--- src/rtl/detector_pkg.sv ---
// Shared types and event layout for the tone-detector sequencer and its event queue.
package detector_pkg;

    localparam int TS_WIDTH     = 24;
    localparam int EVT_WIDTH    = 32;
    localparam int LANE_WIDTH   = 3;
    localparam int EVT_LANE_LSB = 29;
    localparam int EVT_TS_LSB   = 0;

    typedef enum logic [LANE_WIDTH-1:0] {
        SILENCE = 3'd0,
        LANE1   = 3'd1,
        LANE2   = 3'd2,
        LANE3   = 3'd3,
        LANE4   = 3'd4
    } lane_t;

    typedef enum logic [1:0] {
        IDLE,
        ARMED,
        HOLD,
        WAIT_SIL
    } seq_state_t;

    // Detector codes 5..7 are not lanes and count as silence.
    function automatic lane_t decode_lane(input logic [LANE_WIDTH-1:0] r);
        return (r >= 3'd1 && r <= 3'd4) ? lane_t'(r) : SILENCE;
    endfunction

    function automatic logic [EVT_WIDTH-1:0] pack_event(input lane_t l,
                                                        input logic [TS_WIDTH-1:0] ts);
        logic [EVT_WIDTH-1:0] ev;
        ev = '0;
        ev[EVT_LANE_LSB +: LANE_WIDTH] = l;
        ev[EVT_TS_LSB +: TS_WIDTH]     = ts;
        return ev;
    endfunction

endpackage

--- src/rtl/event_fifo.sv ---
// Show-ahead synchronous FIFO: head word is presented on data_o whenever non-empty.
module event_fifo #(
    parameter int WIDTH = 32,
    parameter int DEPTH = 8,
    localparam int AW   = $clog2(DEPTH)
) (
    input  logic             clk_i,
    input  logic             rst_ni,
    input  logic             push_i,
    input  logic [WIDTH-1:0] data_i,
    input  logic             pop_i,
    output logic [WIDTH-1:0] data_o,
    output logic             full_o,
    output logic             empty_o,
    output logic [AW:0]      fill_o
);

    logic [WIDTH-1:0] mem_q [DEPTH];
    logic [AW-1:0]    wr_q, rd_q;
    logic [AW:0]      cnt_q;
    logic             do_push, do_pop;

    assign empty_o = (cnt_q == '0);
    assign full_o  = (cnt_q == (AW+1)'(DEPTH));
    assign fill_o  = cnt_q;
    assign do_pop  = pop_i && !empty_o;
    // A pop frees the slot in the same cycle, so a full queue can still accept.
    assign do_push = push_i && (!full_o || do_pop);
    assign data_o  = empty_o ? '0 : mem_q[rd_q];

    always_ff @(posedge clk_i or negedge rst_ni) begin
        if (!rst_ni) begin
            wr_q  <= '0;
            rd_q  <= '0;
            cnt_q <= '0;
        end else begin
            if (do_push) wr_q <= wr_q + AW'(1);
            if (do_pop)  rd_q <= rd_q + AW'(1);
            case ({do_push, do_pop})
                2'b10:   cnt_q <= cnt_q + (AW+1)'(1);
                2'b01:   cnt_q <= cnt_q - (AW+1)'(1);
                default: cnt_q <= cnt_q;
            endcase
        end
    end

    always_ff @(posedge clk_i) begin
        if (do_push) mem_q[wr_q] <= data_i;
    end

endmodule

--- src/rtl/detector_sequencer.sv ---
// Paces the tone detector, debounces its lane decisions and queues timestamped hit events.
module detector_sequencer
    import detector_pkg::*;
#(
    parameter int DECIM      = 4,
    parameter int HOLDOFF    = 32,
    parameter int FIFO_DEPTH = 8
) (
    input  logic                          clk,
    input  logic                          reset,
    input  logic                          enable,
    input  logic                          sample_valid,
    input  logic [2:0]                    overall_result,
    output logic                          advance,
    output logic                          evt_valid,
    output logic [EVT_WIDTH-1:0]          evt_data,
    input  logic                          evt_rd,
    output logic [$clog2(FIFO_DEPTH):0]   fill,
    output logic                          overflow,
    input  logic                          ovf_clr
);

    localparam int CNT_W  = (DECIM > 1)   ? $clog2(DECIM)   : 1;
    localparam int HOLD_W = (HOLDOFF > 1) ? $clog2(HOLDOFF) : 1;

    logic [CNT_W-1:0]    sample_cnt_q;
    logic                advance_q, sen_p1_q, sample_en_q;
    logic [TS_WIDTH-1:0] ts_q;
    seq_state_t          state_q;
    logic [HOLD_W-1:0]   hold_cnt_q;
    logic                overflow_q;

    logic                wrap, push, pop, drop, fifo_full, fifo_empty;
    lane_t               lane;
    logic [EVT_WIDTH-1:0] evt_d;

    assign wrap  = sample_valid && (sample_cnt_q == CNT_W'(DECIM - 1));
    assign lane  = decode_lane(overall_result);
    assign push  = enable && sample_en_q && (state_q == ARMED) && (lane != SILENCE);
    assign evt_d = pack_event(lane, ts_q);
    assign pop   = evt_rd && !fifo_empty;
    assign drop  = push && fifo_full && !pop;

    // Decimator, timestamp and the two-stage delay that lines sample_en up with the detector result.
    always_ff @(posedge clk or negedge reset) begin
        if (!reset) begin
            sample_cnt_q <= '0;
            advance_q    <= 1'b0;
            sen_p1_q     <= 1'b0;
            sample_en_q  <= 1'b0;
            ts_q         <= '0;
        end else begin
            if (!enable) begin
                sample_cnt_q <= '0;
                advance_q    <= 1'b0;
                sen_p1_q     <= 1'b0;
                sample_en_q  <= 1'b0;
            end else begin
                if (sample_valid) sample_cnt_q <= wrap ? '0 : sample_cnt_q + CNT_W'(1);
                advance_q   <= wrap;
                sen_p1_q    <= advance_q;
                sample_en_q <= sen_p1_q;
            end
            if (advance_q) ts_q <= ts_q + TS_WIDTH'(1);
        end
    end

    always_ff @(posedge clk or negedge reset) begin
        if (!reset) begin
            state_q    <= IDLE;
            hold_cnt_q <= '0;
        end else if (!enable) begin
            state_q    <= IDLE;
        end else begin
            case (state_q)
                IDLE: state_q <= ARMED;
                ARMED: begin
                    if (sample_en_q && lane != SILENCE) begin
                        hold_cnt_q <= HOLD_W'(HOLDOFF - 1);
                        state_q    <= HOLD;
                    end
                end
                HOLD: begin
                    if (sample_en_q) begin
                        if (hold_cnt_q == '0)
                            state_q <= (lane == SILENCE) ? ARMED : WAIT_SIL;
                        else
                            hold_cnt_q <= hold_cnt_q - HOLD_W'(1);
                    end
                end
                WAIT_SIL: begin
                    if (sample_en_q && lane == SILENCE) state_q <= ARMED;
                end
                default: state_q <= IDLE;
            endcase
        end
    end

    // A drop in the same cycle as a clear must leave the flag set.
    always_ff @(posedge clk or negedge reset) begin
        if (!reset)       overflow_q <= 1'b0;
        else if (drop)    overflow_q <= 1'b1;
        else if (ovf_clr) overflow_q <= 1'b0;
    end

    event_fifo #(
        .WIDTH (EVT_WIDTH),
        .DEPTH (FIFO_DEPTH)
    ) u_fifo (
        .clk_i   (clk),
        .rst_ni  (reset),
        .push_i  (push),
        .data_i  (evt_d),
        .pop_i   (pop),
        .data_o  (evt_data),
        .full_o  (fifo_full),
        .empty_o (fifo_empty),
        .fill_o  (fill)
    );

    assign advance   = advance_q;
    assign evt_valid = !fifo_empty;
    assign overflow  = overflow_q;

endmodule

--- config.mk ---
export PLATFORM = sky130hd
export DESIGN_NAME = detector_sequencer
export DESIGN_NICKNAME = d
export VERILOG_FILES = /design/src/rtl/detector_pkg.sv /design/src/rtl/event_fifo.sv /design/src/rtl/detector_sequencer.sv
export SDC_FILE = /design/constraint.sdc
export NUM_CORES = 1
export LEC_CHECK = 0
export ABC_AREA = 1
export ABC_CLOCK_PERIOD_IN_PS = 4900
export BUFFER_PORTS_ARGS = -buffer_cell sky130_fd_sc_hd__buf_2
export CORE_ASPECT_RATIO = 1.2
export CORE_MARGIN = 2
export CORE_UTILIZATION = 60
export CTS_CLUSTER_SIZE = 30
export DETAILED_ROUTE_END_ITERATION = 7
export PLACE_DENSITY = 0.79
export SYNTH_ARGS = -nofsm -noshare
export SYNTH_HDL_FRONTEND = slang
export SYNTH_SLANG_ARGS = --single-unit
export TNS_END_PERCENT = 50
--- constraint.sdc ---
create_clock -name clk -period 4.9 [get_ports clk]
set_input_delay 0.735 -clock clk [delete_from_list [all_inputs] [get_ports clk]]
set_output_delay 0.735 -clock clk [all_outputs]
set_load 0.01 [all_outputs]
== After elaboration in Yosys (flattened, before gate mapping) ==
Memory sizes are Yosys's and may differ from the RTL's.
Cells that the tools add are included.

* Bits in registers: 47
* Bits in latches: 0
* Bits in writable memories: 216
* ROM bits: 0
* Input port bits: 9
* Output and inout bits: 39
* Word-level logic and storage cells: 86
* Memories: 1

* $add $sub $neg: 7
* $mul: 0
* Divide/modulo/power cells: 0
* Order comparisons: 2
* Eq/ne operators: 15
* Shifts and indexed selects: 0
* Muxes and demuxes: 24
* Bitwise gates (word level): 0
* Reduce and logical (&&, ||, !) cells: 26

{| class="wikitable"
|+ Memory list
! memory !! words !! width !! rd ports !! clocked after memory_dff !! write ports !! line !! RTL
|-
| u_fifo.mem_q || 8 || 27 || 1 || 0 || 1 || event_fifo.sv:18 || <nowiki>logic [WIDTH-1:0] mem_q [DEPTH];</nowiki>
|}

{| class="wikitable"
|+ Operators by type and width
! operator !! number
|-
| two-way mux 32 bit || 1
|-
| adder 24 x 1 -> 24 bit, second input constant || 1
|-
| two-way mux 2 bit || 9
|-
| two-way mux 5 bit || 3
|-
| logical AND 1 bit || 12
|-
| one-hot mux 5 bit (2 select lines) || 1
|-
| != test 3 bit, second input constant || 3
|-
| equality test 2 bit, second input constant || 4
|-
| one-hot mux 2 bit (4 select lines) || 1
|-
| one-hot mux 4 bit (2 select lines) || 1
|-
| two-way mux 1 bit || 7
|-
| adder 3 x 1 -> 3 bit, second input constant || 2
|-
| nonzero test 2 bit || 3
|-
| zero test 5 bit || 1
|-
| AND reduction 5 bit || 1
|-
| subtractor 5 x 1 -> 5 bit, second input constant || 1
|-
| adder 4 x 1 -> 4 bit, second input constant || 1
|-
| equality test 2 x 1 -> 1 bit, second input constant || 2
|-
| equality test 4 bit, second input constant || 1
|-
| zero test 4 bit || 1
|-
| != test 2 x 1 -> 1 bit, second input constant || 2
|-
| != test 2 bit, second input constant || 2
|-
| AND reduction 4 bit || 1
|-
| subtractor 4 x 1 -> 4 bit, second input constant || 1
|-
| other kinds (10) || 12
|}

== Longest topological paths before layout ==
* Word-level depth: 9
* Gate-level depth with buffers: 15
* Gate-level depth less buffers: 15

== Hierarchy ==
Synthesis repeated with hierarchy kept, for this count alone.

* Cell total of the unflattened synthesis: 1146
* Area total of the unflattened synthesis: 12856.1 um^2

{| class="wikitable"
|+ Modules (own cells, without submodules)
! module !! instances !! cells each !! area each (um^2) !! seq. area each (um^2)
|-
| event_fifo || 1 || 872 || 10714.0 || 7937.6
|-
| detector_sequencer || 1 || 274 || 2142.1 || 925.9
|}

== Worst setup path after synthesis ==
Ideal clock, no wire load.

* Path type: in2reg
* Start point: in overall_result[0]
* End point: mem u_fifo.mem_q[5][0] (netlist bit), enable pin
* Library setup time: 445 ps
* Arrival: 3150 ps
* Data required time: 4455 ps
* Slack: 1305 ps
* Stages on the path: 7
* Buffers on the path: 0
* Cells stage by stage: inv_1 > nand2_1 > nand2_1 > nand3_1 > inv_1 > nand3_2 > nor3_1

* Word-level cells in the longest chain between the ends: 8
* Elaborated cells on any way between the ends: 9
* Those cells by class: order compare: 2; mux: 3; reduce/logical: 4

{| class="wikitable"
|+ Ends and longest elaborated chain
! what !! line !! RTL
|-
| from (decl) || detector_sequencer.sv:13 || <nowiki>input logic [2:0] overall_result,</nowiki>
|-
| >= comparator 3 x 1 -> 1 bit or <= comparator 3 bit (tied branches) || detector_pkg.sv:27 || <nowiki>return (r >= 3'd1 && r <= 3'd4) ? lane_t'(r) : SILENCE;</nowiki>
|-
| logical AND 1 bit || detector_pkg.sv:27 ||
|-
| two-way mux 3 bit * || detector_pkg.sv:27 ||
|-
| nonzero test 3 bit * || detector_sequencer.sv:39 || <nowiki>assign push = enable && sample_en_q && (state_q == ARMED) && (lane != SILENCE);</nowiki>
|-
| logical AND 1 bit * || detector_sequencer.sv:39 ||
|-
| logical AND 1 bit * || event_fifo.sv:28 || <nowiki>assign do_push = push_i && (!full_o || do_pop);</nowiki>
|-
| two-way mux 1 bit * || event_fifo.sv:48 || <nowiki>if (do_push) mem_q[wr_q] <= data_i;</nowiki>
|-
| two-way mux 1 bit (implied by the code) * || event_fifo.sv:48 ||
|-
| to (decl) || event_fifo.sv:18 ||
|}

Every way passes the cells marked *; elsewhere a longest branch is shown, timed or not.

== Worst setup path in the final report ==
* Start point: reg u_fifo.rd_q[0]
* End point: out evt_data[4]

* Word-level cells in the longest chain between the ends: 2

{| class="wikitable"
|+ Ends and longest elaborated chain
! what !! line !! RTL
|-
| from (decl) || event_fifo.sv:19 || <nowiki>logic [AW-1:0] wr_q, rd_q;</nowiki>
|-
| from (signal assigned) || event_fifo.sv:38 || <nowiki>if (do_pop) rd_q <= rd_q + AW'(1);</nowiki>
|-
| memory (8 x 27 bit) || -- ||
|-
| two-way mux 32 bit || event_fifo.sv:29 || <nowiki>assign data_o = empty_o ? '0 : mem_q[rd_q];</nowiki>
|-
| to (decl) || detector_sequencer.sv:16 || <nowiki>output logic [EVT_WIDTH-1:0] evt_data,</nowiki>
|}

Every way passes these cells.

==> impl_metrics.py <==
metrics = {
    "final_layout": {
        "area_delta_synth_final_pct": 10.6,
        "layout-drive-gt1-share_pct": 11.7,
        "regArea_um2": 7670,
        "diodes": 0,
        "fill_cells": 1249,
        "fin_nets": 1052,
        "multi_input_area_um2": 3120,
        "most-common-layout-cells": "nor2_1 (216), edfxtp_1 (216), nand2_1 (122)",
    },
    "routing": {
        "dr_total_vias": 7370,
        "drt_iter0_drc": 711,
        "routedWlPerCell_um": 17.4,
        "dr.pass1.iters": 7,
        "routed_via_density": 5.67,
        "ant_nets": 0,
        "totalWireLength_um": 22600,
        "route.detailed.drc": 0,
    },
    "critical_path": {
        "ff2ff_setup_slack_ps": 2150,
        "rr_startpoint": "state_q[1]",
        "cp.arrival_ps": 2920,
        "worstPathRequired_ps": 4160,
        "cp-end-kind": "output port",
        "startpoint_type": "register",
        "reg2reg_depth": 7,
        "path_buf_inv": 2,
        "worstSetupPathType": "reg -> out",
        "crit_family": "flip-flops",
        "cp_max_fo": 63,
        "crit_path_max_incr_delay_ps": 930,
        "crit_path_frequent_cell": "nor2_1",
        "slowest_stage": "dfrtp_2",
        "r2r_end": "u_fifo.mem_q[6][7]",
        "critical_path.cell_chain": "buf_4 -> nor2_1 -> nor2_1 -> o21ai_0 -> o211ai_1 -> nand2_1 -> nor2_1 -> buf_2",
    },
    "pwr": {
        "p_clk_share_pct": 29.8,
        "p_sw_share_pct": 33.8,
        "switchingPower_mw": 2.17,
        "ir_drop_mv": 0.373,
        "power_frac_seq_pct": 42.0,
        "p_per_area_nw_per_um2": 515,
        "pwr-share-comb_pct": 28.2,
        "internal-power_mw": 4.25,
        "power_leakage_nw": 4.56,
    },
    "worst_hold_path": {
        "min_path_type": "in -> async",
    },
    "sta": {
        "slew_headroom_pct": 43.3,
        "fin_crit_ps": 3660,
        "setup_violations": 0,
        "finalSetupTns_ps": 0,
        "worstMarginPinSlew_ps": 851,
        "fin_crit_sh_pct": 74.6,
        "fin_worst_skew_ps": 12.0,
        "grt_setup_unrepaired": "false",
        "holdWs_ps": 329,
        "finalHoldViolations": 0,
        "finalMaxSlewViolations": 0,
        "fmax_mhz": 274,
    },
    "placement": {
        "dpl.hpwl_um": 13000,
        "gp_congestion": 0.856,
        "portBuffers": 42,
    },
    "clocking": {
        "clockRootBuffer": "clkbuf_16",
        "cts_tree": "yes",
        "cts_resized": 0,
        "cts-hold-fix-buffers": 0,
        "cts_max_level": 1,
        "post-cts-setup-buffers": 0,
        "cts_max_path_buffers": 3,
        "insertion_delay_ps": 520,
        "clock_sinks": 263,
        "cts_inserted_buffers": 24,
        "clk_pin_slew_ps": 70,
    },
    "floorplan": {
        "die_x_um": 129,
        "io_pins": 48,
        "coreArea_um2": 18300,
        "die-area_um2": 19900,
        "row_count": 54,
        "start_util_pct": 61.6,
        "die_h_um": 154,
    },
    "synth": {
        "synth_top_area_share_pct": 57.5,
        "ys_ff_latch": 263,
        "synthTopCellsByArea": "edfxtp_1 (58%), dfrtp_1 (10%), nor2_1 (7.3%), o21ai_0 (4.9%), nand2_1 (4.1%)",
        "synthesis.instances": 994,
        "yosysTopAreaCell": "edfxtp_1",
        "ys_warn_count": 0,
        "synthesis.area_um2": 11300,
        "synth_edf_count": 216,
        "async_flop_share_pct": 17.9,
        "ys.flop_type": "edfxtp_1",
        "synth_seq_area_share_pct": 68.0,
        "synth.distinct_cells": 38,
        "syn-mean-instance-area_um2": 11.3,
    },
    "job": {
        "maxCapViolCount": 0,
    },
    "global_routing": {
        "grt.overflow.total": 0,
        "track_usage_pct": 23.3,
        "antenna_found_initial": 0,
        "grt_pass1_vias": 7190,
        "grt_pass1_wl_um": 36300,
        "grt_max_degree": 110,
    },
    "run_status": {
        "status": "finished, final reports clean",
    },
}
## cells in the mapped netlist (2+ instances only)
cell and number:
nor2_1 220, edfxtp_1 216, nand2_1 122, o21ai_0 111, inv_1 54, dfrtp_1 47, nand3_1 33, o22ai_1 28
o211ai_1 27, buf_2 20, xor2_1 14, ha_1 13, buf_4 11, nand4_1 10, clkbuf_2 8, nor3_1 8
xnor2_1 8, buf_6 6, clkbuf_1 5, o21ai_1 5, nor2_4 4, a21oi_1 3, nor2_2 3, or2_2 3
nand2_2 2
## flip-flops by register name (all words and copies together) (netlist names)
register       flops
sen_p1_q           1
u_fifo.mem_q     216
ts_q              24
u_fifo.rd_q        3
state_q            2
hold_cnt_q         5
sample_en_q        1
u_fifo.wr_q        3
u_fifo.fill_o      4
sample_cnt_q       2
overflow           1
advance            1
## per-stage QoR
step	std cells	cell area (um^2)	utilization (%)	worst slack (ps)	power (mW)
global placement	1256	11600	63.6	1840	4.49
detailed placement	1256	11600	63.6	1820	4.54
floorplan	998	11300	-	1300	4.03
CTS	1299	12500	68.1	1260	6.44
global route	1299	12500	68.1	1020	6.78
finish	1299	12500	68.1	1240	6.43
## logic make-up (layout without fill, tap and decap cells)
group           after synthesis  count (layout)  synth area share (%)
simple gates                411             411                  15.2
flops                       263             263                  68.0
compound gates              176             176                  8.78
buf+inv                     107             156                  4.73
xor+xnor                     22              22                  1.71
fa+ha+maj                    13              13                  1.44
other cells                   1               5                0.0333
mux                           1               1                0.0999
## power groups by stage
stage                     Clock, mW  Combinational, mW  Sequential (mW)
after floorplan                   0               1.43             2.59
after global placement            0               1.76             2.73
after detailed placement          0               1.81             2.73
after CTS                      1.93               1.83             2.69
after global routing           2.02               2.05             2.71
final                          1.92               1.81             2.70
## routing by layer
layer / track usage [%] / vias up / part of all wire [%]
li1: - / 3504 / -
met1: 30.1 / 3541 / 41
met2: 40.1 / 287 / 51
met3: 3.34 / 38 / 6.4
met4: 8.54 / 0 / 1.9
met5: 0 / - / 0
## worst max-delay path by stage
stage	startpoint	endpoint	slack [ps]	depth (start not counted)
6_report	u_fifo.rd_q[0]	evt_data[4]	1240	8
5_1_grt	u_fifo.rd_q[0]	evt_data[15]	1020	8
4_1_cts	u_fifo.rd_q[0]	evt_data[4]	1260	8
3_5_place_dp	overall_result[0]	u_fifo.mem_q[6][25]	1820	9
3_3_place_gp	overall_result[0]	u_fifo.mem_q[6][10]	1840	9
2_1_floorplan	overall_result[0]	u_fifo.mem_q[5][0]	1300	7
## cell type report
cell class	count	area share (%)
Clock buffer	35	5.64
Inverter	56	1.77
Tap cell	252	2.53
Timing Repair Buffer	57	2.59
Clock inverter	8	0.943
Sequential cell	263	61.5
Multi-Input combinational cell	628	25.0
Note: power is estimated with default switching activity, not from simulation.
